--- src/rtl/risc_pkg.sv ---
// Shared definitions for the 16-bit RISC datapath.
// The write-back entry layout is {data, dest}, with dest in the low bits.
package risc_pkg;

  localparam int DW = 16;
  localparam int AW = 3;

  typedef struct packed {
    logic [DW-1:0] data;
    logic [AW-1:0] dest;
  } wb_entry_t;

endpackage : risc_pkg

--- src/rtl/res_fifo_mem.sv ---
// Storage array for the result write-back buffer.
// It has one synchronous write port and one asynchronous read port, and it
// exposes every slot's dest field so the pending mask can be built from it.
module res_fifo_mem #(
  parameter  int DEPTH  = 4,
  parameter  int DATA_W = 16,
  parameter  int DEST_W = 3,
  localparam int PW     = $clog2(DEPTH),
  localparam int W      = DATA_W + DEST_W
) (
  input  logic                    clk,
  input  logic                    i_we,
  input  logic [PW-1:0]           i_waddr,
  input  logic [W-1:0]            i_wdata,
  input  logic [PW-1:0]           i_raddr,
  output logic [W-1:0]            o_rdata,
  output logic [DEPTH*DEST_W-1:0] o_dests
);

  logic [W-1:0] r_mem [DEPTH];

  // NOTE: the storage array has no reset. Validity comes only from the
  //       pointers, so resetting the array would add a reset path to every bit
  //       for no functional gain.
  // NOTE: sequential state always uses <= so that every flop samples values
  //       from before the edge, regardless of the order of the statements.
  always_ff @(posedge clk) begin
    if (i_we) r_mem[i_waddr] <= i_wdata;
  end

  assign o_rdata = r_mem[i_raddr];

  for (genvar g = 0; g < DEPTH; g++) begin : g_dest
    assign o_dests[g*DEST_W +: DEST_W] = r_mem[g][DEST_W-1:0];
  end

endmodule : res_fifo_mem

--- src/rtl/res_wb.sv ---
// Result write-back buffer. It queues tagged ALU results and drains them to
// the register-file write port, and it tracks which registers have a result in flight.
module res_wb #(
  parameter int DW    = risc_pkg::DW,
  parameter int AW    = risc_pkg::AW,
  parameter int DEPTH = 4,
  parameter int LW    = $clog2(DEPTH) + 1
) (
  input  logic            clk,
  input  logic            rst_n,
  input  logic            flush,
  input  logic            in_valid,
  output logic            in_ready,
  input  logic [DW-1:0]   in_data,
  input  logic [AW-1:0]   in_dest,
  output logic            out_valid,
  input  logic            out_ready,
  output logic [DW-1:0]   out_data,
  output logic [AW-1:0]   out_dest,
  output logic [LW-1:0]   level,
  output logic [2**AW-1:0] pending
);

  localparam int PW = $clog2(DEPTH);

  // This type has the same layout as risc_pkg::wb_entry_t, but its widths
  // follow this instance's parameters.
  typedef struct packed {
    logic [DW-1:0] data;
    logic [AW-1:0] dest;
  } entry_t;

  logic [PW:0]          r_wr_ptr, r_rd_ptr;
  logic                 w_full, w_empty, w_push, w_pop;
  logic [LW-1:0]        w_level;
  entry_t               w_wentry, w_rentry, w_head;
  logic [DEPTH*AW-1:0]  w_dests;
  logic [2**AW-1:0]     w_pending;

  assign w_empty = (r_wr_ptr == r_rd_ptr);
  assign w_full  = (r_wr_ptr[PW] != r_rd_ptr[PW]) &&
                   (r_wr_ptr[PW-1:0] == r_rd_ptr[PW-1:0]);
  assign w_level = LW'(r_wr_ptr - r_rd_ptr);

  assign in_ready  = !w_full && !flush;
  assign out_valid = !w_empty;
  assign w_push    = in_valid && in_ready;
  assign w_pop     = out_valid && out_ready && !flush;

  assign w_wentry = '{data: in_data, dest: in_dest};

  res_fifo_mem #(
    .DEPTH  (DEPTH),
    .DATA_W (DW),
    .DEST_W (AW)
  ) u_mem (
    .clk     (clk),
    .i_we    (w_push),
    .i_waddr (r_wr_ptr[PW-1:0]),
    .i_wdata (w_wentry),
    .i_raddr (r_rd_ptr[PW-1:0]),
    .o_rdata (w_rentry),
    .o_dests (w_dests)
  );

  // When the buffer is empty, the outputs are zero instead of stale memory contents.
  assign w_head   = w_empty ? '0 : w_rentry;
  assign out_data = w_head.data;
  assign out_dest = w_head.dest;
  assign level    = w_level;

  // A slot is live when its distance from the read pointer is below the level.
  // NOTE: w_pending gets a default before the loop so that no path leaves it
  //       unassigned, which would otherwise infer a latch.
  always_comb begin
    w_pending = '0;
    for (int i = 0; i < DEPTH; i++) begin
      if (LW'(PW'(PW'(i) - r_rd_ptr[PW-1:0])) < w_level)
        w_pending[w_dests[i*AW +: AW]] = 1'b1;
    end
  end
  assign pending = w_pending;

  always_ff @(posedge clk or negedge rst_n) begin
    if (!rst_n) begin
      r_wr_ptr <= '0;
      r_rd_ptr <= '0;
    end else if (flush) begin
      r_wr_ptr <= '0;
      r_rd_ptr <= '0;
    end else begin
      if (w_push) r_wr_ptr <= r_wr_ptr + 1'b1;
      if (w_pop)  r_rd_ptr <= r_rd_ptr + 1'b1;
    end
  end

endmodule : res_wb

--- config.mk ---
export PLATFORM = sky130hd
export DESIGN_NAME = res_wb
export DESIGN_NICKNAME = d
export VERILOG_FILES = /design/src/rtl/risc_pkg.sv /design/src/rtl/res_fifo_mem.sv /design/src/rtl/res_wb.sv
export SDC_FILE = /design/constraint.sdc
export NUM_CORES = 1
export LEC_CHECK = 0
export BUFFER_PORTS_ARGS = -buffer_cell sky130_fd_sc_hd__buf_2
export CAP_MARGIN = 20
export CORE_ASPECT_RATIO = 0.75
export CORE_UTILIZATION = 62
export DETAILED_ROUTE_END_ITERATION = 8
export PLACE_DENSITY = 0.85
export REMOVE_ABC_BUFFERS = 1
export SYNTH_ARGS = -nofsm -noshare
export SYNTH_HDL_FRONTEND = slang
export SYNTH_HIERARCHICAL = 1
export SYNTH_SLANG_ARGS = --single-unit
--- constraint.sdc ---
create_clock -name clk -period 9.6 [get_ports clk]
set_input_delay 1.44 -clock clk [delete_from_list [all_inputs] [get_ports clk]]
set_output_delay 1.44 -clock clk [all_outputs]
set_load 0.01 [all_outputs]
* Yosys cells after proc, flatten, opt, wreduce, memory -nomap -nowiden
Memory sizes are Yosys's and may differ from the RTL's.
Cells that the tools add are included.
** Storage, ports and cells
- Register bits :: 6
- RAM bits :: 76
- Input port bits :: 24
- Output and inout bits :: 32
- Word-level logic and storage cells :: 61
- Memories kept :: 1
** Memory list
- u_mem.r_mem :: words 4, bits a word 19, read ports 5, clocked after memory_dff 0, wr ports 1, line res_fifo_mem.sv:20 : logic [W-1:0] r_mem [DEPTH];
** Operators by class
- Add/subtract/negate cells :: 7
- $lt $le $gt $ge :: 12
- Equality and inequality tests :: 3
- Mux-type cells :: 19
- Bitwise operators :: 3
- Reductions and logical operators :: 14
** Operator list (number)
- 8-bit 2-to-1 mux :: 4
- 8-bit bitwise OR :: 3
- 19-bit 2-to-1 mux :: 1
- 3-bit by 4-bit < comparator with 1-bit output, second input constant :: 4
- 1-bit demux with 3-bit select :: 4
- 3-bit by 1-bit greater-or-equal comparator with 1-bit output, second input constant :: 4
- 2-bit by 3-bit < comparator with 1-bit output :: 4
- 3-bit 2-to-1 mux :: 4
- 1-bit logical AND :: 9
- 3-bit by 1-bit adder with 3-bit output, second input constant :: 2
- 1-bit 2-to-1 mux :: 6
- 2-bit nonzero test :: 2
- 1-bit by 2-bit subtractor with 2-bit output, first input constant :: 2
- 2-bit subtractor, first input constant :: 2
- 3-bit equality test :: 1
- 1-bit zero test :: 3
- 3-bit subtractor :: 1
- 2-bit equality test :: 1
- 1-bit != test :: 1

* Depth between registers and ports, before layout
Gate-level depths: netlist of run 1.
- Depth in word-level cells :: 11
- Mapped depth :: 10
- Gate-level depth less buffers :: 10

* By module
Netlist of run 1, hierarchy kept.
** By module, submodules not included
- res_fifo_mem :: times used 1, cells an instance 115, area an instance 2906.5 µm², seq. area each 2282.2 µm²
- res_wb :: times used 1, cells an instance 175, area an instance 1224.9 µm², seq. area each 150.1 µm²

* Worst setup path after synthesis of run 1
OpenSTA, ideal clock, no wires.
- Path kind :: reg2out
- From :: reg r_wr_ptr[0]
- To :: out pending[1]
- Arrival time :: 2.469 ns
- Required time :: 8.160 ns
- Slack :: 5.691 ns
- Stages on the path, launching flop included :: 11
- Buffers on the path :: 0
- Path through :: dfrtp_1 inv_1 ha_1 inv_1 fa_1 inv_1 ha_1 nor2b_1 nor2_1 o21ai_0 o311ai_1
** On the way
- Cells in the longest elaborated chain, start to end :: 9
- Elaborated cells on any way between the ends :: 12
- Classes of those cells :: 1 x add/sub; 4 x order compare; 4 x mux; 3 x bitwise
** RTL lines
- start: declaration :: line res_wb.sv:33 : logic [PW:0] r_wr_ptr, r_rd_ptr;
- start signal: assignment :: line res_wb.sv:92 : if (w_push) r_wr_ptr <= r_wr_ptr + 1'b1;
- 3-bit subtractor * :: line res_wb.sv:43 : assign w_level = LW'(r_wr_ptr - r_rd_ptr);
- named net level[1] :: line res_wb.sv:20 : output logic [LW-1:0] level,
- 2-bit by 3-bit < comparator with 1-bit output :: line res_wb.sv:78 : if (LW'(PW'(PW'(i) - r_rd_ptr[PW-1:0])) < w_level)
- 8-bit 2-to-1 mux :: line res_wb.sv:78
- 8-bit bitwise OR (no source line)
- 8-bit 2-to-1 mux :: line res_wb.sv:78
- 8-bit bitwise OR (no source line)
- 8-bit 2-to-1 mux :: line res_wb.sv:78
- 8-bit bitwise OR (no source line)
- 8-bit 2-to-1 mux * :: line res_wb.sv:78
- end: declaration :: line res_wb.sv:21 : output logic [2**AW-1:0] pending
Mark *: on every way through the listed nets, which the timed path passes. The rest lies on a longest branch.

* Final worst setup path of run 1
- From :: reg r_rd_ptr[1]
- To :: out pending[1]
** On the way
- Cells in the longest elaborated chain, start to end :: 9
- Elaborated cells on any way between the ends :: 16
- Classes of those cells :: 5 x add/sub; 4 x order compare; 4 x mux; 3 x bitwise
** RTL lines
- start: declaration :: line res_wb.sv:33
- start signal: assignment :: line res_wb.sv:93 : if (w_pop) r_rd_ptr <= r_rd_ptr + 1'b1;
- 3-bit subtractor or 1-bit by 2-bit subtractor with 2-bit output (tied branches) :: line res_wb.sv:43, res_wb.sv:78
- 2-bit by 3-bit < comparator with 1-bit output :: line res_wb.sv:78
- 8-bit 2-to-1 mux :: line res_wb.sv:78
- 8-bit bitwise OR (no source line)
- 8-bit 2-to-1 mux :: line res_wb.sv:78
- 8-bit bitwise OR (no source line)
- 8-bit 2-to-1 mux :: line res_wb.sv:78
- 8-bit bitwise OR (no source line)
- 8-bit 2-to-1 mux * :: line res_wb.sv:78
Mark *: on every way between the ends. The rest lies on a longest branch, timed or not.

==> results of run 1 <==
state kept, by name, indices dropped and copies added (netlist names):
signal,count
r_rd_ptr,3
r_wr_ptr,3
u_mem/r_mem,76
layout make-up:
class / count / share of cell area, %
clock buffers: 10 / 2.80
multi-input cells: 172 / 32.7
flip-flops and latches: 82 / 53.4
clock inverters: 6 / 1.26
repair buffers: 58 / 6.54
inverters: 12 / 0.990
well taps: 81 / 2.23
stage by stage:
step | power [mW] | hold slack [ns]
finish | 1.04 | 0.543
global route | 1.09 | 0.594
CTS | 1.04 | 0.544
detailed placement | 0.810 | 0.533
global placement | 0.802 | 0.526
floorplan | 0.677 | 0.506
power breakdown:
group / leakage (nW) / internal, mW / switching (mW)
logic: 0.828 / 0.165 / 0.220
clock network: 0.0874 / 0.118 / 0.111
registers: 0.771 / 0.406 / 0.0158
total: 1.69 / 0.689 / 0.347
final timing paths:
kind,startpoint,to,slack (ns),depth (start not counted)
max in group asynchronous,rst_n,r_rd_ptr[0]$_DFFE_PN0P_,8.55,1
hold reg to reg,r_wr_ptr[2]$_DFFE_PN0P_,r_wr_ptr[2]$_DFFE_PN0P_,0.54,1
hold / removal,r_wr_ptr[2]$_DFFE_PN0P_,r_wr_ptr[2]$_DFFE_PN0P_,0.54,1
setup reg to reg,r_rd_ptr[1]$_DFFE_PN0P_,u_mem/r_mem[0][1]$_DFFE_PP_,6.07,7
min in group asynchronous,rst_n,r_wr_ptr[0]$_DFFE_PN0P_,0.91,1
setup / recovery,r_rd_ptr[1]$_DFFE_PN0P_,pending[1],4.45,6
per-layer routing:
layer | GRT usage [%] | vias up
li1 | - | 1201
met1 | 35.3 | 1261
met2 | 38.3 | 137
met3 | 7.29 | 24
met4 | 7.79 | 0
met5 | 0 | -
cells by family (layout without fill, tap and decap cells):
| logic type | count (synthesis) | in the layout |
|---|---|---|
| simple gates | 100 | 100 |
| xor+xnor | 4 | 4 |
| buf+inv | 36 | 86 |
| mux | 23 | 23 |
| compound gates | 34 | 34 |
| flops | 82 | 82 |
| fa+ha+maj | 11 | 11 |
synth_stat cells (all sizes together) (2+ instances only):
| cell type | instances | area (µm²) |
|---|---|---|
| edfxtp | 76 | 2280 |
| nor2b | 30 | 188 |
| mux4 | 19 | 462 |
| buf | 17 | 143 |
| nor2 | 17 | 63.8 |
| nor3 | 15 | 75.1 |
| inv | 12 | 45.0 |
| nand3 | 11 | 55.1 |
| ha | 10 | 125 |
| nand2 | 8 | 30.0 |
| clkbuf | 7 | 26.3 |
| nand2b | 7 | 43.8 |
| dfrtp | 6 | 150 |
| o21ai | 6 | 30.0 |
| a21oi | 3 | 15.0 |
| mux2i | 3 | 30.0 |
| nand4 | 3 | 18.8 |
| nor4 | 3 | 18.8 |
| o211ai | 3 | 32.5 |
| o22ai | 3 | 18.8 |
| a22oi | 2 | 15.0 |
| a31oi | 2 | 12.5 |
| and3b | 2 | 17.5 |
| nor3b | 2 | 15.0 |
| xnor2 | 2 | 17.5 |
| xor2 | 2 | 25.0 |
==> metrics.txt, run 1 <==
outcome finished, final reports clean; yosys warns 6; Max Fclk 194 MHz; Synth Cell Area about 4100 µm²; fillers 453; NumNets Final 370; Initial DRC Count 301; Final Hold Viols 0; met2 WL post-DR about 3700 µm; final wirelength 7920 µm; met3 WL 645 µm; hpwl dp 5350 µm; Post-synth EDFFs 76; Initial Util between 60% and 70%; global-route wire length before repair 12,500 µm; Synth Area in Adders 3.51%; area grow syn2layout 10.2%; pin count of the biggest net entering global routing 24; register area share after synthesis 58.9%; vias in the first global route 2,532; WL per Instance 18.8 µm; syn avg cell area 14.2 µm²; Placed Area between 4000 and 5000 µm²; Worst setup EP type output pin; die height roughly 73 µm; Seq cells post-synth just over 80; Vias per Instance 6.23; initial antenna violation count 0; gr ovfl total 0; Worst-path clk slew 0.08 ns; most frequent cells in the layout edfxtp_1, buf_2, nor2b_1; dpl cells between 400 and 500; post-synth cell types 51; largest family of logic cells by synthesized area simple AND/OR/NAND/NOR gates; # resized after CTS 0; # hold bufs at CTS 0; Setup crit start kind flip-flop; DRT Pass-1 Iters 5; endpoints failing setup 0; Top Ports 56; non-filler cells, final 421; IO buf count 55; CP required around 8 ns; Pwr Density 228 nW/µm²; Slew Limit Headroom 25.3%; slowest stage cell, crit path dfrtp_1; Sink Count 82; Via Count 2,623; final instance area 4550 µm²; Crit path arrival time 3.71 ns; GP Congestion 0.943; CTS tree yes; Max Cap Viol 0; post-synthesis xor/xnor area fraction 1.03%; number of post-CTS setup repair buffers 0; clock skew 0.00740 ns; async set-reset flop share out of synthesis approximately 7.3%; core area about 6400 µm²; TritonCTS Buffers 9; Worst-Skew Late Latency 0.34 ns; DRC viols 0; fin util a little under three quarters; clock period minus worst slack 5.15 ns; Setup WS post-layout 4.45 ns; RSZ-0062 raised after global routing no; FP Rows 25; critical path fanouts, max 23; final period utilization 53.7%; Met1 Routed Length 3440 µm; maximum buffer depth of the clock tree 2; worst vdd ir around 0.18 mV; Primary FF master, synth edfxtp_1; uppermost layer routed met4; multi-input gate area in the final layout 1490 µm²; post-synthesis mux area share 12.2%; total track usage 25.0%; Crit path max-delay family flip-flops; Reg area 2430 µm²; Syn Inst Count 290; critical setup path kind reg -> out; most common library cell in the layout ignoring fill and taps edfxtp_1; CP Cell Sequence inv_1, fa_1, xnor2_1, o21ai_0, o311ai_1, buf_2; simple-gate share of the synthesized area 13.1%; Antenna Cells 0; Die Area 7000 µm²; antenna-violating nets left 0; Leak 1.69 nW; die width 96.3 µm; Place WS 4.82 ns; buffers and inverters on the worst path 2; slew of the pin with the lowest slew margin about 1.1 ns; CTS H-tree lvls 3; root cell of the clock tree clkbuf_8; CP peak stage delay 0.93 ns; hold crit path type reg -> reg; final setup TNS 0 ns; layout cells sized above 1 25.3%; Compound-Gate Fraction of Synth Area 6.18%; fin. max-slew vios 0
(Power assumes the default switching activity.)
==> inputs of run 2 (changes only) <==
Settings changed: CORE_UTILIZATION 62 to 57, PLACE_DENSITY 0.85 to 0.79.
Clock period 9.6 ns to 4.8 ns, I/O delays scaled along.
==> run 2 against run 1 <==
Against the previous run: count of clock-buffer cells in the layout down 1; critical path depth up 5; via count down 2.1%; sequential share of layout area down 0.78 points; cell area up 1.5%; combinational power up 100%; clock skew about the same; register-to-register slack worse by 4.0 ns; flip-flop and latch count unchanged; setup slack worse by 3.5 ns; final cell count up 4.5%; critical endpoint is now pending[7]; largest cell class unchanged; highest routed layer unchanged.
==> metrics.txt, run 2 (synthesis results as in run 1) <==
outcome finished, final reports clean; hold crit path type in -> async; area grow syn2layout 11.8%; CP peak stage delay 0.49 ns; biggest regs u_mem/r_mem x76, r_rd_ptr x3, r_wr_ptr x3; DRT Pass-1 Iters 4; CTS H-tree lvls 3; max FFs per register 76; # hold bufs at CTS 0; fin. max-slew vios 0; layout cells sized above 1 between 20% and 30%; Slew Limit Headroom 31.5%; Biggest register u_mem/r_mem; critical path fanouts, max 9; Worst-path clk slew around 0.08 ns; final period utilization 81.1%; Leak 1.71 nW; dpl cells around 420; Sink Count a little over 80; sequential power share 38.9%; combinational power share between 30% and 40%; Final Hold Viols 0; core area 6900 µm²; NumNets Final 372; global-route wire length before repair 12,700 µm; slew of the pin with the lowest slew margin 1.03 ns; Placed Area 4400 µm²; Worst setup EP type output pin; clock skew between 0.006 and 0.007 ns; critical setup path kind reg -> out; hpwl dp 5410 µm; vias in the first global route 2,487; CTS tree yes; Initial DRC Count about 180; IO buf count 55; Top Ports 56; Max Fclk 257 MHz; clock period minus worst slack 3.89 ns; NetSw 703 µW; GP Congestion 0.923; Hold Slack 0.189 ns; Place WS between 1 and 1.5 ns; Pwr Density between 400 and 500 nW/µm²; gr ovfl total 0; Max Cap Viol 0; CP Cell Sequence inv_1, ha_1, inv_1, fa_1, inv_1, ha_1, o21bai_1, nor3_1, nor3_1, o221ai_1, buf_2; die height 75.7 µm; cell mode on critical path inv_1; Antenna Cells 0; number of post-CTS setup repair buffers 0; final setup TNS 0 ns; root cell of the clock tree clkbuf_8; worst vdd ir 0.339 mV; endpoints failing setup 0; Setup WS post-layout 0.907 ns; Clock power frac 24.4%; Sw Share 32.8%; DRC viols 0; Setup crit start kind flip-flop; Die Area 7600 µm²; Crit path arrival time 3.17 ns; final instance area approximately 4600 µm²; WL per Instance between 15 and 20 µm; initial antenna violation count 0; TritonCTS Buffers 9; # resized after CTS 0; antenna-violating nets left 0; non-filler cells, final 440; Int Pwr 1.44 mW; die width 100 µm; fillers around 500; slowest stage cell, crit path fa_1; pin count of the biggest net entering global routing 23; total track usage around a quarter; Worst-Skew Late Latency 0.34 ns; Via Count 2,567; maximum buffer depth of the clock tree 2; Crit path max-delay family adder cells; RSZ-0062 raised after global routing no; most common library cell in the layout ignoring fill and taps edfxtp_1; FP Rows 26; most frequent cells in the layout edfxtp_1, buf_2, nor2b_1; Vias per Instance 5.83; Initial Util 59.9%; CP required roughly 4.1 ns; buffers and inverters on the worst path 4; final wirelength between 8000 and 9000 µm
## run 2: final timing paths
| check | slack (ns) | cells past startpoint | end | startpoint |
|---|---|---|---|---|
| worst max-delay path | 0.91 | 11 | pending[7] | r_wr_ptr[0]$_DFFE_PN0P_ |
| worst min-delay path | 0.19 | 1 | r_wr_ptr[2]$_DFFE_PN0P_ | rst_n |
| worst max register to register | 2.11 | 6 | u_mem/r_mem[1][8]$_DFFE_PP_ | r_wr_ptr[0]$_DFFE_PN0P_ |
| worst min register to register | 0.56 | 1 | r_wr_ptr[2]$_DFFE_PN0P_ | r_wr_ptr[2]$_DFFE_PN0P_ |
| max in group asynchronous | 4.46 | 1 | r_rd_ptr[0]$_DFFE_PN0P_ | rst_n |
| min in group clk | 0.56 | 1 | r_wr_ptr[2]$_DFFE_PN0P_ | r_wr_ptr[2]$_DFFE_PN0P_ |
## run 2: power groups by stage
stage	clock, mW	sequential [mW]	combinational, mW
final	0.523	0.833	0.784
after global routing	0.561	0.837	0.878
after CTS	0.536	0.833	0.787
after detailed placement	0	0.849	0.782
after global placement	0	0.847	0.779
after floorplan	0	0.871	0.482
## run 2: worst reg2reg max path: cells and delay by family, from the launching register on
| kind | cells | cell delay [ns] |
|---|---|---|
| AO/OA/AOI/OAI | 1 | 0.24 |
| buffers and inverters | 2 | 0.21 |
| flip-flops | 1 | 0.50 |
| adder cells (fa/ha/maj) | 1 | 0.34 |
| AND/OR/NAND/NOR | 2 | 1.02 |
## run 2: routing by layer
metal / GRT usage [%] / vias up / part of all wire (%)
met5: 0 / - / 0
met4: 6.12 / 0 / 0.34
met1: 32.0 / 1248 / 44
met3: 7.71 / 4 / 9.0
li1: - / 1201 / -
met2: 36.5 / 114 / 47
## run 2: final cells by class
class	instances	area [µm²]	share of cell area, %
clock inverter	7	92.6	2.00
sequential	82	2430	52.7
timing repair buffer	60	313	6.77
tap	98	123	2.65
multi-input combinational	172	1490	32.3
inverter	12	45.0	0.975
clock buffer	9	124	2.68
## run 2: per-stage QoR
step                      utilization [%]  total power [mW]
after floorplan                         -              1.35
after global placement               63.8              1.63
after detailed placement             63.8              1.63
after CTS                            67.0              2.16
after global routing                 67.0              2.28
final                                67.0              2.14
